### src/rtl/sipo_pkg.sv
// Shared types and constants for the serial-in parallel-out deserializer.
package sipo_pkg;

    localparam int SIPO_WIDTH_DEFAULT = 4;

    typedef enum logic {
        IDLE  = 1'b0,
        SHIFT = 1'b1
    } sipo_state_e;

endpackage

### src/rtl/sipo_shreg.sv
// Frame shift register and bit counter; sin enters the MSB so the first bit lands in bit 0.
module sipo_shreg #(
    parameter int FRAME_LEN = 4
) (
    input  logic                 clk,
    input  logic                 rst_n,
    input  logic                 clear,
    input  logic                 shift_en,
    input  logic                 sin,
    output logic                 frame_done,
    output logic [FRAME_LEN-1:0] frame_next
);

    localparam int CNT_W = $clog2(FRAME_LEN + 1);

    logic [FRAME_LEN-1:0] shreg_r;
    logic [CNT_W-1:0]     count_r;

    // Word as it will look after this edge's shift, and whether this edge ends the frame
    always_comb begin
        frame_next = {sin, shreg_r[FRAME_LEN-1:1]};
        frame_done = shift_en && (count_r == CNT_W'(FRAME_LEN - 1));
    end

    // Shift and count; the counter wraps to zero on the completing bit
    always_ff @(posedge clk or negedge rst_n) begin
        if (!rst_n) begin
            shreg_r <= '0;
            count_r <= '0;
        end else if (clear) begin
            shreg_r <= '0;
            count_r <= '0;
        end else if (shift_en) begin
            shreg_r <= frame_next;
            count_r <= frame_done ? '0 : (count_r + CNT_W'(1));
        end else begin
            shreg_r <= shreg_r;
            count_r <= count_r;
        end
    end

endmodule

### src/rtl/sipo_deser.sv
// Deserializer top: FSM, output holding register, valid/ready handshake and sticky flags.
// Optional even-parity trailer bit enabled by macro SIPO_PARITY_CHECK_EN.
module sipo_deser
    import sipo_pkg::*;
#(
    parameter int WIDTH = SIPO_WIDTH_DEFAULT
) (
    input  logic             clk,
    input  logic             rst_n,
    input  logic             sin,
    input  logic             shift_en,
    input  logic             clear,
    output logic [WIDTH-1:0] pout,
    output logic             pout_valid,
    input  logic             pout_ready,
    output logic             busy,
    output logic             overrun,
    output logic             parity_err
);

`ifdef SIPO_PARITY_CHECK_EN
    localparam int FRAME_LEN = WIDTH + 1;
`else
    localparam int FRAME_LEN = WIDTH;
`endif

    sipo_state_e          state_r;
    sipo_state_e          state_next_s;
    logic                 frame_done_s;
    logic [FRAME_LEN-1:0] frame_next_s;
    logic [WIDTH-1:0]     pout_r;
    logic                 pout_valid_r;
    logic                 overrun_r;
    logic                 accept_s;

    sipo_shreg #(
        .FRAME_LEN (FRAME_LEN)
    ) u_shreg (
        .clk        (clk),
        .rst_n      (rst_n),
        .clear      (clear),
        .shift_en   (shift_en),
        .sin        (sin),
        .frame_done (frame_done_s),
        .frame_next (frame_next_s)
    );

    // State register
    always_ff @(posedge clk or negedge rst_n) begin
        if (!rst_n) begin
            state_r <= IDLE;
        end else begin
            state_r <= state_next_s;
        end
    end

    // Next state: first bit leaves IDLE, completing bit returns to it
    always_comb begin
        state_next_s = state_r;
        if (clear) begin
            state_next_s = IDLE;
        end else begin
            case (state_r)
                IDLE:    state_next_s = (shift_en && !frame_done_s) ? SHIFT : IDLE;
                SHIFT:   state_next_s = frame_done_s ? IDLE : SHIFT;
                default: state_next_s = IDLE;
            endcase
        end
    end

    // A completed word is taken when the holding register is empty or being drained this edge
    always_comb begin
        accept_s = !pout_valid_r || pout_ready;
    end

    // Holding register, valid flag and sticky overrun
    always_ff @(posedge clk or negedge rst_n) begin
        if (!rst_n) begin
            pout_r       <= '0;
            pout_valid_r <= 1'b0;
            overrun_r    <= 1'b0;
        end else if (clear) begin
            pout_r       <= '0;
            pout_valid_r <= 1'b0;
            overrun_r    <= 1'b0;
        end else if (frame_done_s && accept_s) begin
            pout_r       <= frame_next_s[WIDTH-1:0];
            pout_valid_r <= 1'b1;
            overrun_r    <= overrun_r;
        end else if (frame_done_s) begin
            pout_r       <= pout_r;
            pout_valid_r <= pout_valid_r;
            overrun_r    <= 1'b1;
        end else if (pout_valid_r && pout_ready) begin
            pout_r       <= pout_r;
            pout_valid_r <= 1'b0;
            overrun_r    <= overrun_r;
        end else begin
            pout_r       <= pout_r;
            pout_valid_r <= pout_valid_r;
            overrun_r    <= overrun_r;
        end
    end

`ifdef SIPO_PARITY_CHECK_EN
    logic parity_err_r;

    // Even parity over data plus trailer: any set result is an error
    function automatic logic frame_parity_bad(input logic [FRAME_LEN-1:0] frame);
        return ^frame;
    endfunction

    // Sticky parity flag, evaluated on every completed frame even if the word is dropped
    always_ff @(posedge clk or negedge rst_n) begin
        if (!rst_n) begin
            parity_err_r <= 1'b0;
        end else if (clear) begin
            parity_err_r <= 1'b0;
        end else if (frame_done_s && frame_parity_bad(frame_next_s)) begin
            parity_err_r <= 1'b1;
        end else begin
            parity_err_r <= parity_err_r;
        end
    end

    assign parity_err = parity_err_r;
`else
    assign parity_err = 1'b0;
`endif

    assign pout       = pout_r;
    assign pout_valid = pout_valid_r;
    assign overrun    = overrun_r;
    assign busy       = (state_r == SHIFT);

endmodule

### config.mk
export PLATFORM = sky130hd
export DESIGN_NAME = sipo_deser
export DESIGN_NICKNAME = d
export VERILOG_FILES = /design/src/rtl/sipo_pkg.sv /design/src/rtl/sipo_shreg.sv /design/src/rtl/sipo_deser.sv
export SDC_FILE = /design/constraint.sdc
export NUM_CORES = 1
export LEC_CHECK = 0
export CAP_MARGIN = 30
export CORE_AREA = 2 2 39 41
export CTS_BUF_LIST = sky130_fd_sc_hd__clkbuf_4 sky130_fd_sc_hd__clkbuf_8 sky130_fd_sc_hd__clkbuf_16
export DETAILED_ROUTE_END_ITERATION = 8
export DIE_AREA = 0 0 41 43
export PLACE_DENSITY_LB_ADDON = 0.12
export SYNTH_ARGS = -nofsm -noshare
export SYNTH_HDL_FRONTEND = slang
export SYNTH_SLANG_ARGS = --single-unit
export TNS_END_PERCENT = 20
### constraint.sdc
create_clock -name clk -period 1.5 [get_ports clk]
set_clock_uncertainty 0.2 [all_clocks]
set_input_delay 0.3 -clock clk [delete_from_list [all_inputs] [get_ports clk]]
set_output_delay 0.3 -clock clk [all_outputs]
set_load 0.01 [all_outputs]
## Word-level counts from Yosys, hierarchy flattened

Cells that the tools add are included.

| operators by class | value |
|---|---|
| muxes and demuxes | 18 |
| add/sub/neg operators | 1 |
| equality and inequality tests | 3 |
| reduce and logical (&&, ||, !) cells | 13 |
| bitwise operators | 1 |

Operator list:

| operator | number |
|---|---|
| $mux 4 | 4 |
| $mux 1 | 10 |
| $mux 3 | 3 |
| $reduce_bool 2->1 | 3 |
| $logic_and 1x1->1 | 4 |
| $reduce_and 2->1 | 2 |
| $add 3x1->3 const B | 1 |
| $eq 3x2->1 const B | 1 |
| $ne 3x2->1 const B | 1 |
| $reduce_bool 3->1 | 1 |
| $logic_not 1->1 | 2 |
| $ne 2x2->1 const B | 1 |
| $pmux 1 s2 | 1 |
| $logic_or 1x1->1 | 1 |
| $not 1->1 | 1 |

| storage, ports and cells | value |
|---|---|
| flip-flop bits (word level) | 14 |
| logic and storage cells | 42 |

## Depth between registers and ports, before layout

| logic depth | value |
|---|---|
| depth after elaboration | 7 |
| depth in mapped cells | 5 |

## Modules after synthesis

Synthesis repeated with hierarchy kept, for this count alone.

| second synthesis, totals | value |
|---|---|
| cell total of the unflattened synthesis | 55 |
| area total of the unflattened synthesis | 628.1 sq um |

By module, submodules not included:

| module | area an instance (sq um) | times used | sequential area each (sq um) | cells an instance |
|---|---|---|---|---|
| sipo_deser | 339.1 | 1 | 175.2 | 31 |
| sipo_shreg | 289.0 | 1 | 150.1 | 24 |

## Worst setup path before layout

No wires, ideal clock.

| path | value |
|---|---|
| path type | flip-flop to flip-flop |
| start point | reg u_shreg.count_r[0] |
| end point | reg overrun_r (netlist: overrun) |
| path slack | 118 ps |
| period minus slack after synthesis | 1382 ps |
| arrival | 1050 ps |
| stages on the path, launching flop included | 6 |
| data required time | 1168 ps |
| cells stage by stage | dfrtp_1 > ha_1 > and3b_1 > buf_2 > a21oi_1 > nor2_1 |

| between the ends | value |
|---|---|
| longest elaborated chain between the ends | 5 |
| elaborated cells between the ends (all ways) | 6 |

RTL lines:

| what | line | text |
|---|---|---|
| start: declaration | sipo_shreg.sv:17 | `logic [CNT_W-1:0] count_r;` |
| start signal: assignment | sipo_shreg.sv:35 | `count_r <= frame_done ? '0 : (count_r + CNT_W'(1));` |
| start signal: assignment | sipo_shreg.sv:38 | `count_r <= count_r;` |
| $eq 3x2->1 * | sipo_shreg.sv:22 | `frame_done = shift_en && (count_r == CNT_W'(FRAME_LEN - 1));` |
| $logic_and 1x1->1 * | sipo_shreg.sv:22 |  |
| $logic_and 1x1->1 | sipo_deser.sv:86 | `end else if (frame_done_s && accept_s) begin` |
| $ne 2x2->1 (no line) | -- |  |
| $reduce_and 2->1 (no line) * | -- |  |
| end signal: assignment | sipo_deser.sv:89 | `overrun_r <= overrun_r;` |
| end signal: assignment | sipo_deser.sv:97 | `overrun_r <= overrun_r;` |
| end signal: assignment | sipo_deser.sv:101 | `overrun_r <= overrun_r;` |
| end: declaration | sipo_deser.sv:33 | `logic overrun_r;` |

Mark *: on every way between the ends. The rest lies on a longest branch, timed or not.
A chain may end at the register's enable or synchronous reset.

## Final worst setup path

| path | value |
|---|---|
| start point | reg pout_valid_r (netlist: pout_valid) |
| end point | out pout_valid |

RTL lines:

| what | line | text |
|---|---|---|
| start: declaration | sipo_deser.sv:32 | `logic pout_valid_r;` |
| start signal: assignment | sipo_deser.sv:92 | `pout_valid_r <= pout_valid_r;` |
| start signal: assignment | sipo_deser.sv:100 | `pout_valid_r <= pout_valid_r;` |
| end: declaration | sipo_deser.sv:14 | `output logic pout_valid,` |

No word-level cell between the ends.

==> metrics.md <==
| Metric | Value |
|---|---|
| Final critical-path required period | 1.44 ns |
| Total gr overflow | 0 |
| Leading cell types by count after synthesis | sky130_fd_sc_hd__dfrtp_1 (13), sky130_fd_sc_hd__a21oi_1 (8), sky130_fd_sc_hd__nand3_1 (5), sky130_fd_sc_hd__nor2_1 (5), sky130_fd_sc_hd__o21ai_0 (4) |
| Syn Std Cell Area | 568 µm² |
| Area share of the largest cell type after synthesis | 57.3% |
| Area of the core | 1380 µm² |
| Status | finished clean |
| Gate count after technology mapping | 54 |
| Syn nets | 61 |
| Num rows | 14 |
| Max Freq | 0.693 GHz |
| Global-route wire length before repair | 1790 µm |
| Post-route fraction of the period consumed by the critical path | 96.3% |
| Family with the most delay on the worst path | flip-flops |
| Ratio of cells with drive above 1 in the final layout | 16.4% |
| Internal Pwr Total | 0.515 mW |
| Source of the worst register-to-register timing path | u_shreg.count_r[0] |
| Cell-by-cell trace of the critical path | dlygate4sd2_1 |
| Post-detailed-route via-to-cell ratio | 4.85 |
| Highest-delay cell along the critical path | sky130_fd_sc_hd__dfrtp_1 |
| Critical path data arrival time | 0.94 ns |
| Leak pwr | 0.379 nW |
| Cell accounting for the most synthesized area | sky130_fd_sc_hd__dfrtp_1 |
| Fraction of synthesis flops using an asynchronous set or reset pin | 100% |
| Via count of the first global-routing pass | 422 |
| DRT Pass-1 Iters | 1 |
| Worst VDD drop | 472 µV |
| Area delta synth->final | 33.5% |
| Total global-route track usage | 15.8% |
| Clock-pin slew reported for the worst setup and hold paths after clock tree synthesis | 0.08 ns |
| Clock power frac | 35.2% |
| # setup viols final | 0 |
| CP startpoint kind | flop |
| Setup repair after global routing missed its margin | no |
| Post-detailed-route count of antenna-violating nets | 0 |
| Die Span X | 41 µm |
| Clock Tree Root | sky130_fd_sc_hd__clkbuf_4 |
| Fraction of power spent switching nets | 22.5% |
| Syn. warnings | 0 |
| Hold slack | 0.123 ns |
| Data required time at the worst endpoint | 1.00 ns |
| Die Area | 1760 µm² |
| IO buf count | 12 |
| Placer Congestion | 0.744 |
| Mean area per synthesized cell | 10.5 µm² |
| Starting density of the core | 41.0% |
| Number of pins exceeding their max-slew limit in the final report | 0 |
| Total vias in the final route | 432 |
| Crit-path max cell delay | 0.39 ns |
| Clock insertion delay at the later pin of the skew report | 0.28 ns |
| Clock sink count | 13 |
| Worst min path class | primary input to async pin |
| Top fanout value on the critical path | 3 |
| CTS buffer count | 3 |
| Critical path type | flop to primary output |
| Fillers | 130 |
| Fraction of the yosys area taken by sequential cells | 57.3% |
| Antenna diode count | 0 |
| Fin. Hold Viols | 0 |
| Buf+Inv Stages, Crit Path | 1 |
| Top area cells in the synthesized netlist | sky130_fd_sc_hd__dfrtp_1 (57%), sky130_fd_sc_hd__a21oi_1 (7.0%), sky130_fd_sc_hd__mux2i_1 (5.3%), sky130_fd_sc_hd__nand3_1 (4.4%), sky130_fd_sc_hd__o21ai_0 (3.5%) |
| Switching power of the nets | 0.149 mW |
| Library cell with the highest instance count after synthesis | sky130_fd_sc_hd__dfrtp_1 |
| Boundary pin count | 14 |
| Type of element capturing the critical path | primary output |
| Wire length reported by the detailed router | 1030 µm |
| CTS HTree Levels | 1 |
| Logic pwr share | 10.0% |
| Count of unresolved DRC violations after routing | 0 |
| Synth Register Bits | 13 |
| Nets | 81 |
| Worst R2R End | overrun |
| Half-perimeter wire length of the detailed placement result | 763 µm |
| Worst R2R Path Depth | 4 |
| Reg2Reg Setup Slack | 0.09 ns |
| Clock tree from TritonCTS | done |
| Portion of total power attributed to sequential cells | 54.8% |
| Flip-flop cell with the highest count after synthesis | sky130_fd_sc_hd__dfrtp_1 |
| Number of enable flip-flop cells after synthesis | 0 |
| Max-cap violations | 0 |
| Unique cell type count in the Yosys netlist | 19 |
| DRT iter0 DRCs | 0 |
| Antenna violations before repair | 0 |
| Average wire per standard cell | 11.6 µm |
| Setup_tns | 0 ns |
| Maximum root-to-sink buffer count | 2 |
| Total power density per cell area | 877 nW/µm² |
| Die extent in y | 43 µm |
| Pin count of the biggest net entering global routing | 14 |
## routing by layer
layer	GRT usage, %	vias up	part of all wire, %
li1	-	221	-
met1	23.1	197	49
met2	18.8	10	45
met3	4.71	4	3.7
met4	12.0	0	2.6
met5	0	-	0
## registers in the layout, summed over array words and instances, names as in the netlist
name             count
pout_valid           1
pout                 4
u_shreg.count_r      3
busy                 1
u_shreg.shreg_r      3
overrun              1
## worst max path at each step
stage                                   from    endpoint  slack (ns)  depth (start not counted)
after floorplan           u_shreg.count_r[0]     overrun        0.12                          5
after global placement              shift_en     pout[0]       -0.17                          4
after detailed placement            shift_en     pout[3]       -0.18                          4
after CTS                         pout_valid  pout_valid        0.05                          1
after global routing              pout_valid  pout_valid        0.01                          1
final                             pout_valid  pout_valid        0.06                          1
## area by class of cell
cell class,instances,area [µm²],share of cell area (%)
sequential,13,325,42.9
multi-input combinational,36,215,28.4
timing repair buffer,19,164,21.6
clock buffer,4,30.0,3.96
tap,16,20.0,2.64
inverter,1,3.75,0.495
## through the flow
step	cell area (µm²)	cells	setup WS, ns	power, mW	utilization, %
after floorplan	568	54	0.118	0.401	-
after global placement	737	85	-0.169	0.440	53.3
after detailed placement	737	85	-0.185	0.440	53.3
after CTS	758	89	0.0461	0.675	54.8
after global routing	758	89	0.0112	0.700	54.8
final	758	89	0.0562	0.665	54.8
## power groups by stage
stage,clock [mW],sequential (mW),combinational [mW]
4_1_cts,0.243,0.364,0.0674
3_3_place_gp,0,0.372,0.0677
6_report,0.234,0.364,0.0663
5_1_grt,0.259,0.366,0.0753
2_1_floorplan,0,0.372,0.0290
3_5_place_dp,0,0.372,0.0685
## kinds of logic (layout without fill, tap and decap cells)
kind of cell	after synthesis	in the layout	share of synthesized area (%)
simple gates	18	18	17.8
compound gates	13	13	11.9
flops	13	13	57.3
buf+inv	5	24	4.84
mux	3	3	5.29
fa+ha+maj	1	1	2.20
other cells	1	1	0.660
## cells in the final DEF, fill, tap and decap left out
| master | count |
|---|---|
| sky130_fd_sc_hd__nand3_1 | 5 |
| sky130_fd_sc_hd__nor2_1 | 5 |
| sky130_fd_sc_hd__dlygate4sd2_1 | 7 |
| sky130_fd_sc_hd__clkdlybuf4s50_1 | 5 |
| sky130_fd_sc_hd__nor2b_1 | 1 |
| sky130_fd_sc_hd__clkbuf_4 | 4 |
| sky130_fd_sc_hd__dfrtp_1 | 13 |
| sky130_fd_sc_hd__a211oi_1 | 1 |
| sky130_fd_sc_hd__mux2i_1 | 3 |
| sky130_fd_sc_hd__nand3b_2 | 1 |
| sky130_fd_sc_hd__buf_4 | 7 |
| sky130_fd_sc_hd__nor3_1 | 1 |
| sky130_fd_sc_hd__a21oi_1 | 8 |
| sky130_fd_sc_hd__and3b_1 | 1 |
| sky130_fd_sc_hd__ha_1 | 1 |
| sky130_fd_sc_hd__inv_1 | 1 |
| sky130_fd_sc_hd__o21ai_0 | 4 |
| sky130_fd_sc_hd__nand3b_1 | 1 |
| sky130_fd_sc_hd__nand2b_1 | 3 |
| sky130_fd_sc_hd__conb_1 | 1 |
## timing repair
action	in CTS	in global routing
setup endpoints to repair	7	0
hold buffers	0	0
setup buffers	0	0
endpoints found under the hold margin	0	0
gates resized for setup	7	0
Note: power is estimated with default switching activity, not from simulation.
